**src/rtl/output_port_4_serial.sv**
```systemverilog
// SAP-II serial output port: captures WBUS on Lo4 and shifts it out LSB-first
// framed as start(0), data, [even parity when SERIAL_TX_PARITY_EN is defined], stop(1).
module output_port_4_serial #(
  parameter int unsigned DATA_WIDTH = 8,
  parameter int unsigned BAUD_DIV   = 4
) (
  input  logic                  CLK,
  input  logic                  CLR,
  input  logic [DATA_WIDTH-1:0] WBUS,
  input  logic                  Lo4,
  output logic                  serial_out,
  output logic                  busy,
  output logic                  tx_done,
  output logic                  overrun
);

  localparam int unsigned BAUD_W = (BAUD_DIV > 1) ? $clog2(BAUD_DIV) : 1;
  localparam int unsigned BIT_W  = (DATA_WIDTH > 1) ? $clog2(DATA_WIDTH) : 1;
  localparam logic [BAUD_W-1:0] LAST_CNT = BAUD_W'(BAUD_DIV - 1);
  localparam logic [BIT_W-1:0]  LAST_BIT = BIT_W'(DATA_WIDTH - 1);

  typedef enum logic [2:0] {
    IDLE   = 3'd0,
    START  = 3'd1,
    DATA   = 3'd2,
    PARITY = 3'd3,
    STOP   = 3'd4
  } state_t;

  state_t                state;
  logic [DATA_WIDTH-1:0] shift_reg;
  logic [BAUD_W-1:0]     baud_cnt;
  logic [BIT_W-1:0]      bit_idx;
`ifdef SERIAL_TX_PARITY_EN
  logic                  parity;
`endif

  logic bit_end;
  assign bit_end = (baud_cnt == LAST_CNT);

  // Outputs are registered with the value for the cycle being entered, so tx_done
  // is raised one edge ahead of the final stop-bit cycle.
  always_ff @(posedge CLK) begin
    if (CLR) begin
      state      <= IDLE;
      shift_reg  <= '0;
      baud_cnt   <= '0;
      bit_idx    <= '0;
`ifdef SERIAL_TX_PARITY_EN
      parity     <= 1'b0;
`endif
      serial_out <= 1'b1;
      busy       <= 1'b0;
      tx_done    <= 1'b0;
      overrun    <= 1'b0;
    end else begin
      tx_done <= 1'b0;
      if (Lo4 && busy) overrun <= 1'b1;

      case (state)
        IDLE: begin
          if (Lo4) begin
            shift_reg  <= WBUS;
`ifdef SERIAL_TX_PARITY_EN
            parity     <= ^WBUS;
`endif
            baud_cnt   <= '0;
            bit_idx    <= '0;
            serial_out <= 1'b0;
            busy       <= 1'b1;
            state      <= START;
          end
        end

        START: begin
          if (bit_end) begin
            baud_cnt   <= '0;
            serial_out <= shift_reg[0];
            state      <= DATA;
          end else begin
            baud_cnt <= baud_cnt + BAUD_W'(1);
          end
        end

        DATA: begin
          if (bit_end) begin
            baud_cnt  <= '0;
            shift_reg <= shift_reg >> 1;
            if (bit_idx == LAST_BIT) begin
`ifdef SERIAL_TX_PARITY_EN
              serial_out <= parity;
              state      <= PARITY;
`else
              serial_out <= 1'b1;
              tx_done    <= (LAST_CNT == '0);
              state      <= STOP;
`endif
            end else begin
              bit_idx    <= bit_idx + BIT_W'(1);
              serial_out <= shift_reg[1];
            end
          end else begin
            baud_cnt <= baud_cnt + BAUD_W'(1);
          end
        end

`ifdef SERIAL_TX_PARITY_EN
        PARITY: begin
          if (bit_end) begin
            baud_cnt   <= '0;
            serial_out <= 1'b1;
            tx_done    <= (LAST_CNT == '0);
            state      <= STOP;
          end else begin
            baud_cnt <= baud_cnt + BAUD_W'(1);
          end
        end
`endif

        STOP: begin
          if (bit_end) begin
            baud_cnt <= '0;
            busy     <= 1'b0;
            state    <= IDLE;
          end else begin
            baud_cnt <= baud_cnt + BAUD_W'(1);
            tx_done  <= ((baud_cnt + BAUD_W'(1)) == LAST_CNT);
          end
        end

        default: begin
          serial_out <= 1'b1;
          busy       <= 1'b0;
          state      <= IDLE;
        end
      endcase
    end
  end

endmodule
```
**config.mk**
```make
export PLATFORM = sky130hd
export DESIGN_NAME = output_port_4_serial
export DESIGN_NICKNAME = d
export VERILOG_FILES = /design/src/rtl/output_port_4_serial.sv
export SDC_FILE = /design/constraint.sdc
export NUM_CORES = 1
export LEC_CHECK = 0
export ABC_CLOCK_PERIOD_IN_PS = 2220
export CAP_MARGIN = 20
export CORE_ASPECT_RATIO = 0.7
export CORE_MARGIN = 8
export CORE_UTILIZATION = 57
export CTS_CLUSTER_DIAMETER = 30
export CTS_CLUSTER_SIZE = 12
export DETAILED_ROUTE_END_ITERATION = 8
export MAX_ROUTING_LAYER = met4
export PLACE_DENSITY = 0.87
export SLEW_MARGIN = 25
export SYNTH_ARGS = -nofsm -noshare
export SYNTH_HDL_FRONTEND = slang
export SYNTH_SLANG_ARGS = --single-unit
```
**constraint.sdc**
```tcl
create_clock -name CLK -period 2.22 [get_ports CLK]
set_input_delay 0.444 -clock CLK [delete_from_list [all_inputs] [get_ports CLK]]
set_output_delay 0.444 -clock CLK [all_outputs]
set_load 0.01 [all_outputs]
```
## Word level (Yosys, flattened, before mapping)

Cells that the tools add are included.

| operators by class | value |
|---|---|
| add/subtract/negate cells | 2 |
| eq/ne operators | 12 |
| muxes and demuxes | 24 |
| bitwise gates (word level) | 2 |
| reduce and logical (&&, ||, !) cells | 13 |

Operators by type and width:

| cell | count |
|---|---|
| $mux 3 | 8 |
| $mux 8 | 2 |
| $pmux 8 s2 | 1 |
| $ne 2x2->1 const B | 6 |
| $pmux 3 s4 | 1 |
| $reduce_and 4->1 | 2 |
| $eq 3x3->1 const B | 2 |
| $mux 1 | 6 |
| $pmux 3 s2 | 1 |
| $reduce_and 3->1 | 2 |
| $reduce_or 3->1 | 2 |
| $reduce_and 5->1 | 1 |
| $eq 2x2->1 const B | 2 |
| $mux 2 | 2 |
| $pmux 1 s4 | 1 |
| $pmux 2 s2 | 1 |
| $reduce_bool 2->1 | 2 |
| $add 3x1->3 const B | 1 |
| $eq 3x1->1 const B | 1 |
| $eq 3x2->1 const B | 1 |
| $logic_not 3->1 | 1 |
| $pmux 1 s3 | 1 |
| $add 2x1->2 const B | 1 |
| $not 1->1 | 2 |
| 3 further kinds | 3 |

| storage, ports and cells | value |
|---|---|
| register bits after elaboration | 20 |
| bits of input ports | 11 |
| output and inout bits | 4 |
| word-level logic and storage cells | 61 |

## Depth between registers and ports, before layout

| logic depth | value |
|---|---|
| word-level depth | 4 |
| depth in mapped cells | 6 |
| depth with buffers taken out | 5 |

## Worst setup path after synthesis

Ideal clock, no wire load.

| timing | value |
|---|---|
| path kind | register to register |
| start | reg baud_cnt[0] |
| end | reg shift_reg[1] |
| library setup time | 0.091 ns |
| arrival | 1.322 ns |
| required time | 2.129 ns |
| path slack | 0.807 ns |
| stages on the path, launching flop included | 6 |
| buffers on the path | 1 |
| period minus slack after synthesis | 1.413 ns |
| cell sequence | dfxtp_1 -> ha_1 -> mux2_4 -> and2_0 -> clkbuf_1 -> a311oi_1 |

| between the ends | value |
|---|---|
| longest elaborated chain between the ends | 3 |

Ends and longest elaborated chain:

| element | line | RTL |
|---|---|---|
| start, declared | 32 | `logic [BAUD_W-1:0] baud_cnt;` |
| start signal, assigned | 81 | `baud_cnt <= baud_cnt + BAUD_W'(1);` |
| start signal, assigned | 103 | `baud_cnt <= baud_cnt + BAUD_W'(1);` |
| start signal, assigned | 126 | `baud_cnt <= baud_cnt + BAUD_W'(1);` |
| $eq 2x2->1 | 39 | `assign bit_end = (baud_cnt == LAST_CNT);` |
| $ne 2x2->1 (no source line) | -- |  |
| $reduce_and 3->1 (no source line) | -- |  |
| end signal, assigned | 88 | `shift_reg <= shift_reg >> 1;` |
| end, declared | 31 | `logic [DATA_WIDTH-1:0] shift_reg;` |

No other way between the ends.
A chain may end at the register's enable or synchronous reset.

## Worst setup path in the final report

| timing | value |
|---|---|
| start | reg state[1] |
| end | reg serial_out |

| between the ends | value |
|---|---|
| longest elaborated chain between the ends | 3 |
| elaborated cells between the ends (all ways) | 10 |
| classes of those cells | eq/ne: 6; mux: 1; bitwise: 1; reduce/logical: 2 |

Ends and longest elaborated chain:

| element | line | RTL |
|---|---|---|
| start, declared | 30 | `state_t state;` |
| start signal, assigned | 45 | `state <= IDLE;` |
| start signal, assigned | 71 | `state <= START;` |
| start signal, assigned | 79 | `state <= DATA;` |
| $eq 3x1->1, or another cell as far along | 60 | `case (state)` |
| $ne 2x2->1 (no source line) / $not 1->1 (equally long branches) | -- |  |
| $reduce_and 4->1 (no source line) | -- |  |
| end signal, assigned | 78 | `serial_out <= shift_reg[0];` |
| end signal, assigned | 100 | `serial_out <= shift_reg[1];` |
| end, declared | 11 | `output logic serial_out,` |

Parallel ways exist; a longest one is shown, timed or not.

==> impl_metrics.env <==
export IMPL_tns_ns=0
export IMPL_cts_buffer_depth=2
export IMPL_mostFrequentLayoutCell="dfxtp_1"
export IMPL_switching_share_pct=25.8
export IMPL_critPathKind="flop to flop"
export IMPL_cts_tree="built"
export IMPL_rsz0062_at_grt="no"
export IMPL_seq_area_sq_um=400
export IMPL_power_density_mw_per_mm2=578
export IMPL_numPortBuffers=14
export IMPL_clkPwrFrac_pct=29.8
export IMPL_ant_nets=0
export IMPL_setup_violations=0
export IMPL_multiInputGateArea_sq_um=616
export IMPL_yosys_register_bits=20
export IMPL_nets=154
export IMPL_setup_ws_ns=0.501
export IMPL_drtPass1Iterations=4
export IMPL_clockRootBuffer="clkbuf_4"
export IMPL_ios=15
export IMPL_die_h_microns=52.6
export IMPL_route_vias_total=942
export IMPL_skew_ns=0.0101
export IMPL_worst_ep_arrival_time_ns=1.94
export IMPL_clk_latency_ns=0.31
export IMPL_synth_cell_type_count=43
export IMPL_cts_buffers=3
export IMPL_period_minus_slack_ns=1.72
export IMPL_mostFrequentLayoutCells="dfxtp_1 (20), clkdlybuf4s50_1 (14), nand2_1 (12), a21oi_1 (12), nand3_1 (7)"
export IMPL_diodes=0
export IMPL_critPathMaxFanout=14
export IMPL_end_kind="flop"
export IMPL_grt_pass1_vias=870
export IMPL_period_share_pct=77.4
export IMPL_routed_via_density=5.92
export IMPL_yosys_warnings=0
export IMPL_crit_end="serial_out"
export IMPL_hold_viol_final=0
export IMPL_status="finished clean"
export IMPL_areaGrowthSynthToFinish_pct=15.7
export IMPL_cell_internal_pwr_mw=0.543
export IMPL_grt_overflow=0
export IMPL_yosys_top_cells_area="dfxtp_1 (37%), ha_1 (5.7%), a21oi_1 (5.5%)"
export IMPL_core_area_sq_mm=0.00184
export IMPL_path_clk_slew_ns=0.12
export IMPL_worstHoldPathType="flop to flop"
export IMPL_dp_hpwl_mm=1.70
export IMPL_finalMaxSlewViolations=0
export IMPL_avgSynthCellArea_sq_um=8.68
export IMPL_hold_buffers=0
export IMPL_setup_worst_path_start="state[1]"
export IMPL_wl_mm=2.32
export IMPL_antenna_found_initial=0
export IMPL_synth_edff_count=0
export IMPL_reg2reg_to="serial_out"
export IMPL_htree_levels=1
export IMPL_r2r_cells=4
export IMPL_dieArea_sq_mm=0.00360
export IMPL_power_leakage_nw=0.498
export IMPL_drc=0
export IMPL_peakVddDrop_mv=0.565
export IMPL_die_x_microns=68.4
export IMPL_async_flop_share_pct=0
export IMPL_dr_first_iter_drc_count=51
export IMPL_largest_register_ffs=8
export IMPL_p_seq_share_pct=54.6
export IMPL_yosysTopAreaCellShare_pct=36.6
export IMPL_relSlewSlack_pct=60.5
export IMPL_crit_required_ns=2.44
export IMPL_preCtsSetupSlack_ns=0.233
export IMPL_ys_seq_area_share_pct=36.6
export IMPL_wl_per_cell_microns=14.6
export IMPL_worst_slew_pin_slew_ns=0.592
export IMPL_syn_cell_area_sq_mm=0.00109
export IMPL_syn_inst=126
export IMPL_rrSetupSlack_ns=0.50
export IMPL_p_sw_mw=0.188
export IMPL_start_kind="flop"
export IMPL_start_util_pct=59.5
export IMPL_layout_drive_gt1_share_pct=10.9
export IMPL_cts_resized=0
export IMPL_ys_flop_type="dfxtp_1"
export IMPL_r2r_start="state[1]"
export IMPL_cts_setup_buffers=0
export IMPL_nFillCells=145
export IMPL_grt_pass1_wl_mm=4.20
export IMPL_synth_fp_nets=142
export IMPL_maxCapViolCount=0
export IMPL_max_freq_ghz=0.582
export IMPL_gp_congestion=0.813
export IMPL_grt_max_degree=18
export IMPL_synth_top_area_cell="dfxtp_1"
export IMPL_num_rows=13
export IMPL_comb_power_share_pct=15.6
export IMPL_cts_sinks=20
export IMPL_globalRouteTotalUtil_pct=15.5
stage by stage:
step,total power [mW],instance area [sq um],utilization (%),cells,hold WS (ns)
3_5_place_dp,0.520,1230,66.8,155,0.461
6_report,0.731,1260,68.8,159,0.475
3_3_place_gp,0.516,1230,66.8,155,0.450
5_1_grt,0.766,1260,68.8,159,0.510
2_1_floorplan,0.476,1090,-,126,0.438
4_1_cts,0.736,1260,68.8,159,0.479
critical path, cell delays in order (launching register included):
cell	delay [ns]
dfxtp_1	0.61
buf_4	0.26
xnor2_1	0.09
o32ai_1	0.29
mux2_2	0.38
synth_stat cells, types with 3 or more instances:
cell type / count
a21oi_1: 12
a311oi_1: 6
clkbuf_1: 5
dfxtp_1: 20
ha_1: 5
inv_1: 4
mux2i_1: 6
nand2_1: 12
nand3_1: 7
nor2_1: 4
nor3_1: 3
o21ai_0: 3
or2_2: 3
power by group through the flow:
stage | Clock [mW] | Sequential (mW) | Combinational [mW]
after floorplan | 0 | 0.400 | 0.0751
after global placement | 0 | 0.406 | 0.110
after detailed placement | 0 | 0.407 | 0.114
after CTS | 0.223 | 0.399 | 0.115
after global routing | 0.236 | 0.402 | 0.128
final | 0.218 | 0.399 | 0.114
layer usage:
metal	vias up	GRT usage (%)	routed length, microns
met4	0	4.07	12
met3	2	5.56	173
met2	32	21.6	1000
li1	480	-	-
met5	-	-	0
met1	428	20.5	1130
worst min path at each step:
stage / from / endpoint / slack, ns / cells after the start
6_report: bit_idx[1] / bit_idx[1] / 0.48 / 2
5_1_grt: bit_idx[1] / bit_idx[1] / 0.51 / 2
4_1_cts: bit_idx[1] / bit_idx[1] / 0.48 / 2
3_5_place_dp: overrun / overrun / 0.46 / 2
3_3_place_gp: bit_idx[1] / bit_idx[1] / 0.45 / 2
2_1_floorplan: bit_idx[1] / bit_idx[1] / 0.44 / 2
cell type report:
class,count,area share [%]
multi-input cells,91,48.7
flip-flops and latches,20,31.7
repair buffers,18,13.5
clock buffers,4,2.87
well taps,22,2.18
inverters,4,1.19
cell families after synthesis:
group / count (synthesis) / share of synthesized area, %
simple gates: 44 / 21.3
xor+xnor: 2 / 1.60
buf+inv: 15 / 7.09
fa+ha+maj: 5 / 5.72
compound gates: 32 / 19.8
flops: 20 / 36.6
mux: 8 / 7.89
No activity file was read; power rests on OpenSTA's default activity.
